[src/rtl/usr_pkg.sv]
// Shared definitions for the universal shift register.
// Mode encodings and the shift-counter width helper.
package usr_pkg;

    localparam logic [1:0] MODE_HOLD = 2'b00;
    localparam logic [1:0] MODE_UP   = 2'b01;
    localparam logic [1:0] MODE_DN   = 2'b10;
    localparam logic [1:0] MODE_LOAD = 2'b11;

    // Bits needed to hold a count from 0 up to and including width.
    function automatic int cnt_width(input int width);
        return $clog2(width + 1);
    endfunction

endpackage

[src/rtl/usr_bit_cell.sv]
// One bit of the universal shift register: 4:1 next-state mux + DFF.
// Ports: Clock, Reset (sync, high), Enable, Mode, lo/hi neighbours, d, q.
module usr_bit_cell
    import usr_pkg::*;
(
    input  logic       Clock,
    input  logic       Reset,
    input  logic       Enable,
    input  logic [1:0] Mode,
    input  logic       lo,
    input  logic       hi,
    input  logic       d,
    output logic       q
);

    always_ff @(posedge Clock) begin
        if (Reset) begin
            q <= 1'b0;
        end else if (Enable) begin
            unique case (Mode)
                MODE_HOLD: q <= q;
                MODE_UP:   q <= lo;
                MODE_DN:   q <= hi;
                MODE_LOAD: q <= d;
            endcase
        end
    end

endmodule

[src/rtl/univ_shift_reg.sv]
// Parametrised universal shift register with saturating shift counter.
// Ports: Clock, Reset, Enable, Mode, SI_UP, SI_DN, D -> Q, SO_UP, SO_DN, ShiftCnt, Done.
module univ_shift_reg
    import usr_pkg::*;
#(
    parameter int WIDTH = 6
) (
    input  logic                          Clock,
    input  logic                          Reset,
    input  logic                          Enable,
    input  logic [1:0]                    Mode,
    input  logic                          SI_UP,
    input  logic                          SI_DN,
    input  logic [WIDTH-1:0]              D,
    output logic [WIDTH-1:0]              Q,
    output logic                          SO_UP,
    output logic                          SO_DN,
    output logic [cnt_width(WIDTH)-1:0]   ShiftCnt,
    output logic                          Done
);

    localparam int CW = cnt_width(WIDTH);
    localparam logic [CW-1:0] FULL = CW'(WIDTH);

    logic [WIDTH-1:0] q_r;
    logic [WIDTH-1:0] up_src;
    logic [WIDTH-1:0] dn_src;

    // Each bit's lower neighbour feeds it on shift up, upper on shift down;
    // the serial inputs stand in for the missing neighbours at the ends.
    assign up_src = {q_r[WIDTH-2:0], SI_UP};
    assign dn_src = {SI_DN, q_r[WIDTH-1:1]};

    for (genvar i = 0; i < WIDTH; i++) begin : g_bit
        usr_bit_cell u_cell (
            .Clock  (Clock),
            .Reset  (Reset),
            .Enable (Enable),
            .Mode   (Mode),
            .lo     (up_src[i]),
            .hi     (dn_src[i]),
            .d      (D[i]),
            .q      (q_r[i])
        );
    end

    assign Q     = q_r;
    assign SO_UP = q_r[WIDTH-1];
    assign SO_DN = q_r[0];

    // Done is updated alongside the count so it rises on the edge
    // that brings ShiftCnt to WIDTH, and stays up once saturated.
    always_ff @(posedge Clock) begin
        if (Reset) begin
            ShiftCnt <= '0;
            Done     <= 1'b0;
        end else if (Enable) begin
            unique case (Mode)
                MODE_HOLD: begin
                    ShiftCnt <= ShiftCnt;
                    Done     <= Done;
                end
                MODE_UP, MODE_DN: begin
                    if (ShiftCnt < FULL) begin
                        ShiftCnt <= ShiftCnt + 1'b1;
                    end
                    Done <= (ShiftCnt >= FULL - 1'b1);
                end
                MODE_LOAD: begin
                    ShiftCnt <= '0;
                    Done     <= 1'b0;
                end
            endcase
        end
    end

endmodule

[config.mk]
export PLATFORM = sky130hd
export DESIGN_NAME = univ_shift_reg
export DESIGN_NICKNAME = d
export VERILOG_FILES = /design/src/rtl/usr_pkg.sv /design/src/rtl/usr_bit_cell.sv /design/src/rtl/univ_shift_reg.sv
export SDC_FILE = /design/constraint.sdc
export NUM_CORES = 1
export LEC_CHECK = 0
export CAP_MARGIN = 20
export CORE_MARGIN = 3
export CORE_UTILIZATION = 46
export CTS_CLUSTER_SIZE = 8
export DETAILED_ROUTE_END_ITERATION = 7
export PLACE_DENSITY = 0.82
export SLEW_MARGIN = 20
export SYNTH_ARGS = -nofsm -noshare
export SYNTH_HDL_FRONTEND = slang
export SYNTH_HIERARCHICAL = 1
export SYNTH_SLANG_ARGS = --single-unit
[constraint.sdc]
create_clock -name Clock -period 3.6 [get_ports Clock]
set_input_delay 0.9 -clock Clock [delete_from_list [all_inputs] [get_ports Clock]]
set_output_delay 0.9 -clock Clock [all_outputs]
set_load 0.01 [all_outputs]
==> results of run 1 <==
-- area by class of cell --
cell class	count	area (sq um)
multi-input cells	52	448
fillers	118	388
repair buffers	26	255
flip-flops and latches	10	200
inverters	9	33.8
clock buffers	3	22.5
well taps	15	18.8
-- power groups by stage --
| stage | logic, mW | clock network [mW] | registers (mW) |
|---|---|---|---|
| global placement | 0.0834 | 0 | 0.128 |
| detailed placement | 0.0846 | 0 | 0.129 |
| finish | 0.0844 | 0.0763 | 0.126 |
| CTS | 0.0850 | 0.0803 | 0.126 |
| global route | 0.0918 | 0.0843 | 0.128 |
| floorplan | 0.0375 | 0 | 0.131 |
-- sequential cells by signal (all words and copies together), names as in the netlist --
register / flops
Done: 1
g_bit.u_cell/q: 6
ShiftCnt: 3
-- placed cells by master, fill, tap and decap left out, types with 2 or more instances in the layout --
cell type	netlist	final
clkdlybuf4s50_1	0	24
dfxtp_1	10	10
inv_1	9	9
o21ai_0	8	8
mux2i_1	6	6
and4bb_1	6	6
a311o_1	6	6
a21oi_2	6	6
ha_1	4	4
a21oi_1	3	3
clkbuf_4	0	3
nor3_1	2	2
buf_4	2	2
-- how the worst min path moves through the flow --
| stage | startpoint | end | slack (ns) | cells after the start |
|---|---|---|---|---|
| finish | Done$_SDFFE_PP0P_ | Done$_SDFFE_PP0P_ | 0.45 | 2 |
| global route | Done$_SDFFE_PP0P_ | Done$_SDFFE_PP0P_ | 0.49 | 2 |
| detailed placement | Done$_SDFFE_PP0P_ | Done$_SDFFE_PP0P_ | 0.45 | 2 |
| floorplan | Done$_SDFFE_PP0P_ | Done$_SDFFE_PP0P_ | 0.47 | 2 |
| CTS | Done$_SDFFE_PP0P_ | Done$_SDFFE_PP0P_ | 0.46 | 2 |
| global placement | Done$_SDFFE_PP0P_ | Done$_SDFFE_PP0P_ | 0.45 | 2 |
-- stage by stage --
step,cell area [sq um],util [%]
final,978,71.6
after CTS,978,71.6
after global routing,978,71.6
after global placement,956,70.0
after detailed placement,956,70.0
after floorplan,697,-
-- cells by family (layout without fill, tap and decap cells) --
| logic type | Yosys count | in the layout |
|---|---|---|
| flip-flops | 10 | 10 |
| multiplexers | 6 | 6 |
| buffers and inverters | 11 | 38 |
| adder cells (fa/ha/maj) | 4 | 4 |
| AND/OR/NAND/NOR | 17 | 17 |
| AO/OA/AOI/OAI | 25 | 25 |
-- worst max-delay path, cell delays in order --
cell             delay, ns
clkdlybuf4s50_1       0.61
inv_1                 0.08
ha_1                  0.30
and3_1                0.20
or4_1                 0.41
a21oi_1               0.12
-- metal layers --
metal	GRT usage [%]	vias to the layer above	wire length (microns)
li1	-	335	-
met1	20.1	288	688
met2	23.4	16	659
met3	2.39	2	89
met4	8.77	0	21
met5	0	-	0
==> impl_metrics.py, run 1 <==
metrics = {
    "status": {
        "outcome": "finished clean",
    },
    "sta": {
        "clock.fmax_mhz": 411,
        "drv_slew": 0,
        "finalWorstSetupSlack_ns": 1.17,
        "fin_crit_sh_pct": 67.6,
        "period_minus_slack_ns": 2.43,
        "whs_ns": 0.454,
        "fin_worst_skew_ns": 0.000264,
        "rsz0062_at_grt": "no",
        "tns_ns": 0,
        "maxSlewHeadroom_pct": 59.8,
        "tightest_slew_ns": 0.601,
        "setup_viol": 0,
        "hold_violations": 0,
    },
    "power_and_ir_drop": {
        "irDropWorstVdd_uv": 218,
        "switchingPower_mw": 0.0811,
        "powerDensity_mw_per_mm2": 293,
        "p_sw_share_pct": 28.3,
        "p_seq_share_pct": 44.0,
        "p_total_mw": 0.287,
        "leakagePower_nw": 0.397,
        "pwr-share-clk_pct": 26.6,
        "internal_power_mw": 0.206,
        "pwr-share-comb_pct": 29.4,
    },
    "logic_synthesis": {
        "syn_area_per_cell_sq_um": 9.55,
        "synthArstFlopShare_pct": 0,
        "yosysTopAreaCell": "dfxtp_1",
        "syn_nets": 90,
        "synth-edff-count": 0,
        "synth_compound_gate_area_share_pct": 26.2,
        "synthDistinctLibCells": 22,
        "yosysMostFrequentCell": "dfxtp_1",
        "synthXorXnorAreaFrac_pct": 0,
        "synth_top_family_by_area": "compound AO/OA/AOI/OAI gates",
        "synth_top_area_share_pct": 28.7,
        "yosys-top-cells-count": "10 x dfxtp_1, 9 x inv_1, 8 x o21ai_0",
        "synthAdderAreaFrac_pct": 7.18,
        "synthMuxAreaShare_pct": 8.62,
        "synthFlopType": "dfxtp_1",
        "netlist_instances": 73,
        "yosys.area_share.simple_pct": 22.3,
        "syn_area_sq_um": 697,
        "synth_seq_cells": 10,
        "seq_area_frac_synth_pct": 28.7,
        "ys_top_cells_by_area": "dfxtp_1 29%, and4bb_1 11%, a311o_1 8.6%, mux2i_1 8.6%, a21oi_2 7.5%",
        "yosysWarnings": 6,
    },
    "worst_setup_path": {
        "rr_worst_depth": 4,
        "cp-end-kind": "register",
        "worstSetupStartpoint": "Mode[0]",
        "critical_path_required_ns": 3.79,
        "start_kind": "primary input",
        "r2r-start": "ShiftCnt[0]$_SDFFE_PP0P_",
        "cp_max_fo": 8,
        "path_class": "in -> reg",
        "endpoint": "ShiftCnt[0]$_SDFFE_PP0P_",
        "arrival_ns": 2.62,
        "r2r_end": "Done$_SDFFE_PP0P_",
        "ff2ff_setup_slack_ns": 2.31,
    },
    "cts": {
        "cts_resized": 0,
        "postCtsSetupRepairBufs": 0,
        "htreeDepth": 1,
        "clock_sinks": 10,
        "clkSlewWorstSetupHoldPaths_ns": 0.06,
        "cts_buffers": 3,
        "cts_root_buffer": "clkbuf_4",
        "cts_tree": "done",
        "clock_path_buffers": 2,
        "holdBufCountCts": 0,
        "clock_latency_ns": 0.26,
    },
    "floorplan": {
        "fp.dieH_microns": 44.9,
        "dieArea_sq_mm": 0.00202,
        "core_sq_mm": 0.00137,
        "start_util_pct": 51.0,
        "placementRows": 13,
        "pin_count": 25,
        "fp.dieW_microns": 44.9,
    },
    "cells_and_area": {
        "area_growth_pct": 40.4,
        "fin_nets": 119,
        "antenna_cells": 0,
        "drive_gt1_share_pct": 13.0,
        "layout.cells.non_filler": 115,
    },
    "place": {
        "place_ws_ns": 0.894,
        "portBuffers": 24,
        "dp_cells": 112,
        "dp_hpwl_microns": 1090,
        "gp_congestion": 0.731,
    },
    "detailed_routing": {
        "antenna_left": 0,
        "drt_iter0_markers": 7,
        "drc": 0,
        "drt-total-wl_microns": 1460,
        "drt_first_pass_iters": 2,
        "routedWlPerCell_microns": 12.7,
        "dr_total_vias": 641,
        "vias_per_cell": 5.57,
    },
    "job": {
        "max_cap_viol_count": 0,
    },
    "global_routing": {
        "grt_max_degree": 21,
        "antenna_found_initial": 0,
        "grt_pass1_wl_microns": 2240,
        "grt_usage_pct": 15.3,
        "grt_overflow": 0,
        "grt_pass1_vias": 534,
    },
    "hold_path": {
        "hold_class": "reg -> reg",
    },
}
(Power assumes the default switching activity.)
==> run 2: changes to the inputs <==
--- a/config.mk
+++ b/config.mk
@@ -7,10 +7,10 @@
 export LEC_CHECK = 0
 export CAP_MARGIN = 20
 export CORE_MARGIN = 3
-export CORE_UTILIZATION = 46
+export CORE_UTILIZATION = 39
 export CTS_CLUSTER_SIZE = 8
 export DETAILED_ROUTE_END_ITERATION = 7
-export PLACE_DENSITY = 0.82
+export PLACE_DENSITY = 0.74
 export SLEW_MARGIN = 20
 export SYNTH_ARGS = -nofsm -noshare
 export SYNTH_HDL_FRONTEND = slang
==> constraint.sdc (replaced) <==
create_clock -name Clock -period 2.2 [get_ports Clock]
set_input_delay 0.55 -clock Clock [delete_from_list [all_inputs] [get_ports Clock]]
set_output_delay 0.55 -clock Clock [all_outputs]
set_load 0.01 [all_outputs]
==> run 2 against run 1 <==
Effect of this change:
- final area increased by 5.6%
- first-iteration DRC count increased by 29%
- total power increased by 83%
- clock power increased by 130%
- via count increased by 7.3%
- largest power group unchanged
==> impl_metrics.py, run 2 (same netlist as run 1, synthesis figures left out) <==
metrics = {
    "cells_and_area": {
        "fin_nets": 123,
        "reg_top3": "g_bit.u_cell/q (6), ShiftCnt (3), Done (1)",
        "fin_util_pct": 64.8,
        "n_fill_cell": 140,
        "fin_area_sq_mm": 0.00103,
        "antenna_cells": 0,
        "largest_reg_flops": 6,
        "final_cell_mix": "24 x clkdlybuf4s50_1, 10 x dfxtp_1, 9 x inv_1, 8 x o21ai_0",
        "regMostFlops": "g_bit.u_cell/q",
        "layout.cells.non_filler": 129,
        "area_growth_pct": 48.3,
        "final_common_cell": "clkdlybuf4s50_1",
        "drive_gt1_share_pct": 17.1,
    },
    "job": {
        "max_cap_viol_count": 0,
    },
    "cts": {
        "clock_path_buffers": 2,
        "clock_latency_ns": 0.27,
        "cts_buffers": 3,
        "clkSlewWorstSetupHoldPaths_ns": 0.08,
        "postCtsSetupRepairBufs": 0,
        "holdBufCountCts": 0,
        "cts_root_buffer": "clkbuf_4",
        "cts_resized": 0,
        "htreeDepth": 1,
        "clock_sinks": 10,
        "cts_tree": "done",
    },
    "power_and_ir_drop": {
        "p_total_mw": 0.525,
        "powerDensity_mw_per_mm2": 508,
        "leakagePower_nw": 0.424,
        "irDropWorstVdd_uv": 323,
    },
    "sta": {
        "hold_violations": 0,
        "fin_worst_skew_ns": 0.0106,
        "finalWorstSetupSlack_ns": 0.280,
        "setup_viol": 0,
        "maxSlewHeadroom_pct": 73.2,
        "tightest_slew_ns": 0.401,
        "period_minus_slack_ns": 1.92,
        "fin_crit_sh_pct": 87.3,
        "drv_slew": 0,
        "clock.fmax_mhz": 521,
        "rsz0062_at_grt": "no",
    },
    "worst_setup_path": {
        "cpLargestDelayFamily": "buffers and inverters",
        "arrival_ns": 2.12,
        "crit_buf_inv": 2,
        "slowest_delay_ns": 0.53,
        "critPathSlowestCell": "clkdlybuf4s50_1",
        "cp-end-kind": "register",
        "path_class": "in -> reg",
        "start_kind": "primary input",
        "path_cells": "clkdlybuf4s50_1 -> inv_1 -> ha_1 -> and3_1 -> or4_1 -> a21oi_1",
        "path_depth": 6,
        "critical_path_required_ns": 2.40,
        "rr_worst_depth": 4,
        "cp_max_fo": 4,
    },
    "hold_path": {
        "hold_depth": 2,
        "hold_class": "reg -> reg",
    },
    "detailed_routing": {
        "vias_per_cell": 5.33,
        "drt_iter0_markers": 9,
        "drt_first_pass_iters": 4,
        "antenna_left": 0,
        "dr_total_vias": 688,
        "routedWlPerCell_microns": 13.2,
        "drt-total-wl_microns": 1710,
        "drc": 0,
    },
    "global_routing": {
        "gr-usage-met1_pct": 20.4,
        "grt_pass1_wl_microns": 2680,
        "grt_util_met2_pct": 26.6,
        "grt_usage_pct": 16.3,
        "top_usage_layer": "met2",
        "grt_max_degree": 19,
        "antenna_found_initial": 0,
        "grtUsageMet3_pct": 4.43,
        "grt_pass1_vias": 645,
        "grt_overflow": 0,
    },
    "floorplan": {
        "placementRows": 14,
        "core_sq_mm": 0.00159,
        "fp.dieW_microns": 48.3,
        "dieArea_sq_mm": 0.00233,
        "start_util_pct": 43.7,
        "fp.dieH_microns": 48.3,
        "pin_count": 25,
    },
    "place": {
        "dp_cells": 125,
        "place_ws_ns": -0.00454,
        "dp_hpwl_microns": 1250,
        "portBuffers": 24,
        "dpl_cell_area_sq_um": 997,
        "gp_congestion": 0.820,
    },
    "status": {
        "outcome": "finished clean",
    },
}
run 2: cell types whose count changed in the layout (fill, tap and decap cells not counted), sizes merged:
cell    delta
clkbuf     +1
buf        +4
run 2: power by group:
group | switching (mW) | internal (mW) | total, mW
registers | 0.0139 | 0.193 | 0.207
logic | 0.0600 | 0.0839 | 0.144
clock network | 0.0736 | 0.100 | 0.174
run 2: final timing paths:
check	from	endpoint	slack, ns
worst max register to register	ShiftCnt[0]$_SDFFE_PP0P_	Done$_SDFFE_PP0P_	0.88
worst max-delay path	Mode[1]	ShiftCnt[0]$_SDFFE_PP0P_	0.28
worst min register to register	Done$_SDFFE_PP0P_	Done$_SDFFE_PP0P_	0.47
worst min-delay path	Done$_SDFFE_PP0P_	Done$_SDFFE_PP0P_	0.47
run 2: per-layer routing:
| layer | up-vias | share of wire, % |
|---|---|---|
| met1 | 321 | 48 |
| met3 | 2 | 5.7 |
| li1 | 342 | - |
| met4 | 0 | 0.70 |
| met5 | - | 0 |
| met2 | 23 | 45 |
run 2: area by class of cell:
type / instances / area [sq um] / area share (%)
multi-input combinational: 52 / 448 / 43.3
timing repair buffer: 30 / 285 / 27.6
sequential: 10 / 200 / 19.4
clock buffer: 4 / 36.3 / 3.51
inverter: 9 / 33.8 / 3.27
tap: 24 / 30.0 / 2.91
run 2: stage by stage:
stage	setup TNS (ns)	hold slack, ns
floorplan	0	0.474
global placement	0	0.449
detailed placement	-0.00454	0.458
CTS	0	0.473
global route	0	0.482
finish	0	0.472
run 2: tightest hold or removal path: stages (launching register included):
cell and delay (ns):
dfxtp_1 0.32, nand2_1 0.05, a21oi_1 0.06
==> run 3: changes to the inputs <==
--- a/config.mk
+++ b/config.mk
@@ -5,10 +5,10 @@
 export SDC_FILE = /design/constraint.sdc
 export NUM_CORES = 1
 export LEC_CHECK = 0
-export CAP_MARGIN = 20
+export CAP_MARGIN = 10
 export CORE_MARGIN = 3
 export CORE_UTILIZATION = 39
-export CTS_CLUSTER_SIZE = 8
+export CTS_CLUSTER_SIZE = 20
 export DETAILED_ROUTE_END_ITERATION = 7
 export PLACE_DENSITY = 0.74
 export SLEW_MARGIN = 20
==> results of run 3 <==
Same layout as run 2: the final DEF is identical, and so are final timing and power.
==> variant, RTL diff (config.mk and constraints of run 3) <==
Reset style: asynchronous (`Reset`), changed in 2 clocked blocks.
--- a/src/rtl/usr_bit_cell.sv
+++ b/src/rtl/usr_bit_cell.sv
@@ -15,3 +15,3 @@
 
-    always_ff @(posedge Clock) begin
+    always_ff @(posedge Clock or posedge Reset) begin
         if (Reset) begin
--- a/src/rtl/univ_shift_reg.sv
+++ b/src/rtl/univ_shift_reg.sv
@@ -52,3 +52,3 @@
     // that brings ShiftCnt to WIDTH, and stays up once saturated.
-    always_ff @(posedge Clock) begin
+    always_ff @(posedge Clock or posedge Reset) begin
         if (Reset) begin
Check against the original RTL: differs if Reset is asserted again (counterexample within 4 cycles, from zero or initial values and one cycle with Reset high); with Reset held inactive, the same outputs for 10 cycles.
==> variant against run 3 <==
Design area increased by 4.8%. Sequential cell count did not move. Setup slack better by 0.070 ns. Routed wire length increased by 0.53%. Maximum frequency rose by 3.8%. Synthesized area rose by 10%.
Power is not compared: it rests on default switching activity, and its combinational part moved more than twofold at a synthesized area within 25%.
==> variant: results <==
INSERT INTO impl_metrics (metric_group, metric, value, unit) VALUES
('logic_synthesis', 'seq_area_frac_synth', '32.6', '%'),
('cells_and_area', 'fillCellCount', '169', ''),
('status', 'status', 'completed', ''),
('logic_synthesis', 'synth_area_leader_cell', 'dfrtp_1', ''),
('drt', 'detailroute.via_count', '654', ''),
('clock_tree', 'clockRootBuffer', 'clkbuf_4', ''),
('logic_synthesis', 'synthesis.nets', '94', ''),
('logic_synthesis', 'synthDistinctLibCells', '19', ''),
('power', 'vdd_drop_max', '553', 'uV'),
('cells_and_area', 'drive_gt1_share', '21.7', '%'),
('placement', 'hpwl', '1.29', 'mm'),
('placement', 'routabilityCongestion', '0.757', ''),
('clock_tree', 'worstSkewPairLatency', '0.28', 'ns'),
('setup_path', 'crit_path_max_fanout', '6', ''),
('logic_synthesis', 'synth_common_cells', '12 x inv_1, 10 x dfrtp_1, 8 x nor2_1', ''),
('setup_path', 'data_arrival_time_at_the_worst_slack_endpoint', '1.30', 'ns'),
('drt', 'drt-initial-drc-count', '11', ''),
('cells_and_area', 'final_nets', '124', ''),
('global_route', 'grt_max_degree', '20', ''),
('placement', 'detailed_place.area', '1050', 'um2'),
('power', 'total_leakage_power', '0.512', 'nW'),
('timing', 'skew', '0.0101', 'ns'),
('global_route', 'grt_util_all_layers', '14.9', '%'),
('setup_path', 'critical_path.max_stage_delay', '0.57', 'ns'),
('global_route', 'first_global_vias', '626', ''),
('logic_synthesis', 'dominant_cells_by_area_after_synthesis', 'dfrtp_1 33%, nor3b_2 9.8%, mux2i_1 7.8%', '');
## variant: cell type report
cell class	count	share of cell area [%]
Multi-Input combinational cell	53	42.3
Timing Repair Buffer	27	24.2
Sequential cell	10	23.1
Inverter	12	4.16
Clock buffer	4	3.35
Tap cell	25	2.89
## variant: per-layer routing
| metal | vias to the layer above | routed length, um | track usage [%] |
|---|---|---|---|
| li1 | 329 | - | - |
| met2 | 19 | 769 | 22.6 |
| met5 | - | 0 | 0 |
| met4 | 0 | 13 | 6.73 |
| met1 | 304 | 815 | 20.0 |
| met3 | 2 | 116 | 3.56 |
## variant: final timing paths
| kind | start | to | slack, ns | depth (start not counted) |
|---|---|---|---|---|
| worst min-delay path | Done | Done | 0.49 | 2 |
| worst min register to register | Done | Done | 0.49 | 2 |
| worst max-delay path | ShiftCnt[2] | ShiftCnt[2] | 0.35 | 1 |
| min in group asynchronous | Reset | g_bit[3].u_cell/q | 0.61 | 2 |
| max in group asynchronous | Reset | Done | 1.32 | 2 |
| worst max register to register | ShiftCnt[0] | ShiftCnt[2] | 0.96 | 4 |
## variant: kinds of logic (layout without fill, tap and decap cells)
kind of cell    after synthesis  after routing  synth area share (%)
compound gates               25             25                  26.2
fa+ha+maj                     4              4                  6.51
buf+inv                      14             43                  7.82
flops                        10             10                  32.6
mux                           7              7                  9.28
simple gates                 17             17                  17.6
## variant: metrics by stage
step	std cells	hold WS, ns	utilization, %	setup slack [ns]
after floorplan	77	0.279	-	0.699
after global placement	127	0.476	58.1	0.144
after detailed placement	127	0.474	58.1	0.124
after CTS	131	0.496	60.1	0.334
after global routing	131	0.512	60.1	0.255
final	131	0.493	60.1	0.350
## variant: report_power, final
part	switching [mW]	internal, mW	total [mW]
Clock	0.0730	0.101	0.174
Combinational	0.158	0.216	0.374
Sequential	0.0722	0.238	0.310
